File: src/rtl/pe_loop_cntl.sv
`default_nettype none
// ============================================================================
// Module   : pe_loop_cntl
// Purpose  : Per-PE loop-nest controller sequencing STREAM -> EXEC -> PPU for
//            each conv layer. Optional perf counters: PE_LOOP_CNTL_PERF_EN.
// Revision : 1.0
// ============================================================================
module pe_loop_cntl #(
  parameter int NUM_LAYERS = 8,
  parameter int MAX_K      = 64,
  parameter int MAX_C      = 256,
  parameter int MAX_A      = 1024,
  parameter int MAX_W      = 512,
  parameter int F          = 4,
  parameter int I          = 4
) (
  input  logic                              clk,
  input  logic                              rst,
  input  logic                              start,
  input  logic [$clog2(NUM_LAYERS+1)-1:0]   cfg_num_layers,
  input  logic [$clog2(MAX_K+1)-1:0]        cfg_k_cnt,
  input  logic [$clog2(MAX_C+1)-1:0]        cfg_c_cnt,
  input  logic [$clog2(MAX_W+1)-1:0]        cfg_w_cnt,
  input  logic [$clog2(MAX_A+1)-1:0]        cfg_a_cnt_dense,
  input  logic [$clog2(MAX_A+1)-1:0]        cfg_a_cnt_sparse,
  input  logic                              ppu_sparse,
  output logic                              req_filter_valid,
  output logic [$clog2(MAX_K)-1:0]          req_filter_k,
  output logic [$clog2(NUM_LAYERS)-1:0]     req_layer,
  output logic                              req_input_valid,
  input  logic                              filter_done,
  input  logic                              input_done,
  output logic                              ex_valid,
  input  logic                              ex_ready,
  output logic [$clog2(MAX_K+1)-1:0]        ex_k,
  output logic [$clog2(MAX_C+1)-1:0]        ex_c,
  output logic [$clog2(MAX_A+1)-1:0]        ex_a,
  output logic [$clog2(MAX_W+1)-1:0]        ex_w,
  output logic                              ex_last,
  output logic                              cur_sparse,
  output logic                              ppu_start,
  input  logic                              ppu_done,
`ifdef PE_LOOP_CNTL_PERF_EN
  output logic [31:0]                       perf_exec_beats,
  output logic [31:0]                       perf_stall_cycles,
`endif
  output logic                              busy,
  output logic                              all_done
);

  localparam int LW = $clog2(NUM_LAYERS+1);
  localparam int KW = $clog2(MAX_K+1);
  localparam int CW = $clog2(MAX_C+1);
  localparam int AW = $clog2(MAX_A+1);
  localparam int WW = $clog2(MAX_W+1);

  localparam logic [1:0] ST_IDLE   = 2'd0;
  localparam logic [1:0] ST_STREAM = 2'd1;
  localparam logic [1:0] ST_EXEC   = 2'd2;
  localparam logic [1:0] ST_PPU    = 2'd3;

  logic [1:0]    state;
  logic [LW-1:0] layer, num_layers_q;
  logic [KW-1:0] k, k_cnt_q;
  logic [CW-1:0] c, c_cnt_q;
  logic [AW-1:0] a, a_cnt_q;
  logic [WW-1:0] w, w_cnt_q;
  logic          sparse_q;
  logic          filter_seen, input_seen;
  logic          ex_valid_q, ppu_start_q, all_done_q;

  logic          filter_ok, input_ok;
  logic          w_wrap, a_wrap, c_wrap, last_beat, accept;
  logic          k_more, layer_more, layer_start;
  logic [AW-1:0] a_sel;

  assign req_filter_valid = (state == ST_STREAM);
  assign req_input_valid  = (state == ST_STREAM) && (layer == '0) && (k == '0);
  assign req_filter_k     = k[$clog2(MAX_K)-1:0];
  assign req_layer        = layer[$clog2(NUM_LAYERS)-1:0];
  assign ex_valid         = ex_valid_q;
  assign ex_k             = k;
  assign ex_c             = c;
  assign ex_a             = a;
  assign ex_w             = w;
  assign ex_last          = ex_valid_q && last_beat;
  assign cur_sparse       = sparse_q;
  assign ppu_start        = ppu_start_q;
  assign all_done         = all_done_q;
  assign busy             = (state != ST_IDLE);

  // A done pulse in the exit cycle counts; no input request means nothing to wait for.
  assign filter_ok = filter_seen || filter_done;
  assign input_ok  = input_seen || input_done || !req_input_valid;

  // Widened by one bit so the step addition can never wrap around.
  assign w_wrap    = ({1'b0, w} + (WW+1)'(F)) >= {1'b0, w_cnt_q};
  assign a_wrap    = ({1'b0, a} + (AW+1)'(I)) >= {1'b0, a_cnt_q};
  assign c_wrap    = ({1'b0, c} + (CW+1)'(1)) >= {1'b0, c_cnt_q};
  assign last_beat = w_wrap && a_wrap && c_wrap;
  assign accept    = ex_valid_q && ex_ready;

  assign k_more     = ({1'b0, k} + (KW+1)'(1)) < {1'b0, k_cnt_q};
  assign layer_more = ({1'b0, layer} + (LW+1)'(1)) < {1'b0, num_layers_q};
  assign layer_start = ((state == ST_IDLE) && start) ||
                       ((state == ST_PPU) && !all_done_q && ppu_done && layer_more);

  assign a_sel = ppu_sparse ? cfg_a_cnt_sparse : cfg_a_cnt_dense;

  // Layer configuration is frozen for the whole layer; zero counts behave as one.
  always_ff @(posedge clk) begin
    if (rst) begin
      num_layers_q <= '0;
      k_cnt_q      <= '0;
      c_cnt_q      <= '0;
      a_cnt_q      <= '0;
      w_cnt_q      <= '0;
      sparse_q     <= 1'b0;
    end else if (layer_start) begin
      num_layers_q <= (cfg_num_layers == '0) ? LW'(1) : cfg_num_layers;
      k_cnt_q      <= (cfg_k_cnt == '0) ? KW'(1) : cfg_k_cnt;
      c_cnt_q      <= (cfg_c_cnt == '0) ? CW'(1) : cfg_c_cnt;
      a_cnt_q      <= (a_sel == '0) ? AW'(1) : a_sel;
      w_cnt_q      <= (cfg_w_cnt == '0) ? WW'(1) : cfg_w_cnt;
      sparse_q     <= ppu_sparse;
    end
  end

  always_ff @(posedge clk) begin
    if (rst) begin
      state       <= ST_IDLE;
      layer       <= '0;
      k           <= '0;
      c           <= '0;
      a           <= '0;
      w           <= '0;
      ex_valid_q  <= 1'b0;
      ppu_start_q <= 1'b0;
      all_done_q  <= 1'b0;
      filter_seen <= 1'b0;
      input_seen  <= 1'b0;
    end else begin
      case (state)
        ST_IDLE: begin
          if (start) begin
            state <= ST_STREAM;
            layer <= '0;
            k     <= '0;
          end
        end
        ST_STREAM: begin
          if (filter_ok && input_ok) begin
            state       <= ST_EXEC;
            ex_valid_q  <= 1'b1;
            filter_seen <= 1'b0;
            input_seen  <= 1'b0;
            c           <= '0;
            a           <= '0;
            w           <= '0;
          end else begin
            filter_seen <= filter_ok;
            input_seen  <= input_seen || input_done;
          end
        end
        ST_EXEC: begin
          if (accept) begin
            if (last_beat) begin
              ex_valid_q <= 1'b0;
              c          <= '0;
              a          <= '0;
              w          <= '0;
              if (k_more) begin
                k     <= k + KW'(1);
                state <= ST_STREAM;
              end else begin
                state       <= ST_PPU;
                ppu_start_q <= 1'b1;
              end
            end else begin
              w <= w_wrap ? '0 : w + WW'(F);
              if (w_wrap) a <= a_wrap ? '0 : a + AW'(I);
              if (w_wrap && a_wrap) c <= c_wrap ? '0 : c + CW'(1);
            end
          end
        end
        ST_PPU: begin
          ppu_start_q <= 1'b0;
          // all_done is held for one cycle while still busy, then IDLE.
          if (all_done_q) begin
            all_done_q <= 1'b0;
            state      <= ST_IDLE;
            layer      <= '0;
            k          <= '0;
          end else if (ppu_done) begin
            if (layer_more) begin
              layer <= layer + LW'(1);
              k     <= '0;
              state <= ST_STREAM;
            end else begin
              all_done_q <= 1'b1;
            end
          end
        end
        default: state <= ST_IDLE;
      endcase
    end
  end

`ifdef PE_LOOP_CNTL_PERF_EN
  logic [31:0] beats_q, stalls_q;

  always_ff @(posedge clk) begin
    if (rst || ((state == ST_IDLE) && start)) begin
      beats_q  <= '0;
      stalls_q <= '0;
    end else begin
      if (accept && (beats_q != '1)) beats_q <= beats_q + 32'd1;
      if (ex_valid_q && !ex_ready && (stalls_q != '1)) stalls_q <= stalls_q + 32'd1;
    end
  end

  assign perf_exec_beats   = beats_q;
  assign perf_stall_cycles = stalls_q;
`else
  // Control path only; no counter state exists in this build.
`endif

endmodule
`default_nettype wire
File: config.mk
export PLATFORM = sky130hd
export DESIGN_NAME = pe_loop_cntl
export DESIGN_NICKNAME = d
export VERILOG_FILES = /design/src/rtl/pe_loop_cntl.sv
export SDC_FILE = /design/constraint.sdc
export NUM_CORES = 1
export LEC_CHECK = 0
export CAP_MARGIN = 20
export CORE_MARGIN = 4
export CORE_UTILIZATION = 56
export DETAILED_ROUTE_END_ITERATION = 8
export GPL_ROUTABILITY_DRIVEN = 0
export PLACE_DENSITY = 0.88
export SLEW_MARGIN = 15
export SYNTH_ARGS = -nofsm -noshare
export SYNTH_HDL_FRONTEND = slang
export SYNTH_SLANG_ARGS = --single-unit
export TNS_END_PERCENT = 1
File: constraint.sdc
create_clock -name clk -period 8.7 [get_ports clk]
set_clock_uncertainty 0.05 [all_clocks]
set_input_delay 0.87 -clock clk [delete_from_list [all_inputs] [get_ports clk]]
set_output_delay 0.87 -clock clk [all_outputs]
set_load 0.01 [all_outputs]
==> metrics.txt <==
metal3 WL=703 µm; critical path data required time=7.78 ns; max-cap violations=0; Post CTS Setup Buffer Count=0; Static Leak=2.637 nW; post-layout minimum cycle time=4.509 ns; worst-path maximum fanout=5; Max H-tree Level=3; Die Ht=105.4 µm; Max Freq=221.8 MHz; initial antenna violation count=0; met1 wire length=5.661 mm; post-DR wirelength/cell=15.23 µm; Syn Area/Cell=7.955 µm²; number of CTS-inserted buffers=9; post-layout util=0.7094; clk sinks=86; hold crit path type=register to register; Crit Path Category=register to output port; Ys Warns=0; Hold Violations, Final=0; Post-DRT Antenna Nets=0; commonest non-fill, non-tap cells in the layout=clkdlybuf4s50_1 (108), nand2_1 (97), dfxtp_1 (86); total die area=11110 µm²; row count=35; worst hold margin=0.4075 ns; vias in the first global route=5066; Final HPWL DP=10.26 mm; IO Pins=114; Total Wirelength=13.48 mm; Die Span X=105.4 µm; largest net degree at the start of global routing=81; final-stage net count=853; CP Capture Type=output port; Top Metal Used=met4; Global Route Usage Sum=0.2469; filler cell count=702; clock slew seen by the registers of the worst setup and hold paths=0.09 ns; mapped cell area=5314 µm²; Syn Inst Count=668; clk root buf=clkbuf_8; Area growth syn-to-layout=23.36%; CTS tree=built; core footprint=9240 µm²; starting density of the core=0.5751; Remaining DRCs=0; Worst-Skew Late Latency=0.34 ns; RSZ-0062 raised after global routing=no; post-synth cell types=67; worst slew pin tran=0.8434 ns; share of flip-flops with an asynchronous set or reset=0; CTS resizes=0; Via Count=5063; via/cell ratio=5.721; number of synthesized flops with an enable pin=0; CP Launch Type=register; DR iter-0 viols=257; IO buf count=109; met2 wire length=6.814 mm; post-synthesis sequential area ratio=0.3240; 1st-pass router iterations=5; cts hold-fix bufs=0; crit path DAT=3.59 ns; Final period util=0.5183; Rel. slew slack=0.4377; status=completed; CTS max path bufs=2; pwr/cell area=190.2 nW/µm²; Cell Count, Final, Fillers Out=885; # diodes=0; Final Setup Violations=0; Post-Route Setup TNS=0 ns; layout cells sized above 1=0.05688; Synth Register Bits=86; total grt overflow=0; global-route wire length before repair=23.05 mm; Slew Limit Fails=0; placed insts=869; most common cell after layout, fill and taps aside=clkdlybuf4s50_1; Post-synth top flop=dfxtp_1; Max rail drop VDD=180.9 µV
-- critical path: stages (launching register included) --
cell             delay, ns
dfxtp_1               0.43
ha_1                  0.26
nand3_1               0.16
inv_1                 0.11
nand3_1               0.16
nor2_1                0.19
xor2_1                0.25
ha_1                  0.29
and4_1                0.17
a211oi_1              0.27
nand3_1               0.24
and3_1                0.23
clkdlybuf4s50_1       0.51
-- per-stage QoR --
stage	total power, mW	worst slack, ns	instance area (µm²)
6_report	1.247	4.191	6555
2_1_floorplan	0.8275	5.343	5325
4_1_cts	1.247	4.196	6555
5_1_grt	1.331	3.903	6555
3_5_place_dp	0.9483	4.578	6342
3_3_place_gp	0.9319	4.784	6342
-- cell type report --
class,instances,area [µm²],area share
Timing Repair Buffer,112,1109,0.1691
Inverter,53,198.9,0.03035
Multi-Input combinational cell,489,3152,0.4808
Tap cell,129,161.4,0.02462
Sequential cell,86,1722,0.2626
Clock buffer,9,123.9,0.01890
Clock inverter,7,88.84,0.01355
-- synth_stat cells (4+ instances only) --
library cell | count | share of area
a211oi_1 | 13 | 0.018
buf_4 | 16 | 0.023
a32o_1 | 4 | 0.0075
and3_1 | 10 | 0.012
xnor2_1 | 14 | 0.023
nor3_1 | 16 | 0.015
nand4_1 | 6 | 0.0071
ha_1 | 42 | 0.099
and2_1 | 4 | 0.0047
a21o_1 | 5 | 0.0071
mux2i_1 | 13 | 0.024
inv_1 | 51 | 0.036
xor2_1 | 13 | 0.021
nand2_1 | 97 | 0.069
a31oi_1 | 4 | 0.0047
dfxtp_1 | 86 | 0.32
o21ai_0 | 25 | 0.024
nand3b_1 | 8 | 0.011
clkbuf_1 | 17 | 0.012
nand3_1 | 20 | 0.019
buf_2 | 7 | 0.0066
nor2_1 | 48 | 0.034
nor4_1 | 9 | 0.011
a2bb2oi_1 | 5 | 0.0082
a21boi_0 | 6 | 0.0085
a21oi_1 | 71 | 0.067
-- worst paths after layout --
kind | startpoint | to | slack, ns | cells after the start
worst max register to register | layer[0] | k_cnt_q[0] | 5.06 | 11
worst min register to register | w_cnt_q[5] | w_cnt_q[5] | 0.41 | 2
worst min-delay path | w_cnt_q[5] | w_cnt_q[5] | 0.41 | 2
worst max-delay path | ex_c[0] | ex_last | 4.19 | 12
-- metal layers --
metal  vias to the layer above  track usage
li1                       2485            -
met1                      2390       0.3061
met2                       160       0.4258
met3                        28      0.04409
met4                         0      0.09185
met5                         -            0
-- power by group --
part	leakage (nW)	switching (mW)	internal, mW
clock network	0.113	0.142	0.160
registers	0.701	0.0353	0.442
logic	1.82	0.286	0.181
-- logic make-up (layout without fill, tap and decap cells) --
family | after synthesis | count (layout) | synth area share
buffers and inverters | 96 | 181 | 0.08500
flip-flops | 86 | 86 | 0.3240
multiplexers | 13 | 13 | 0.02449
other | 1 | 4 | 0.0007057
AO/OA/AOI/OAI | 157 | 157 | 0.1940
adder cells (fa/ha/maj) | 42 | 42 | 0.09889
XOR/XNOR | 27 | 27 | 0.04450
AND/OR/NAND/NOR | 246 | 246 | 0.2284
-- state kept, by name, indices dropped and copies added (netlist names), 2 cells and up --
name / count
k_cnt_q: 7
w_cnt_q: 10
ex_c: 9
ex_k: 7
layer: 4
ex_w: 8
ex_a: 9
c_cnt_q: 9
state: 2
num_layers_q: 4
a_cnt_q: 11
(Power assumes the default switching activity.)
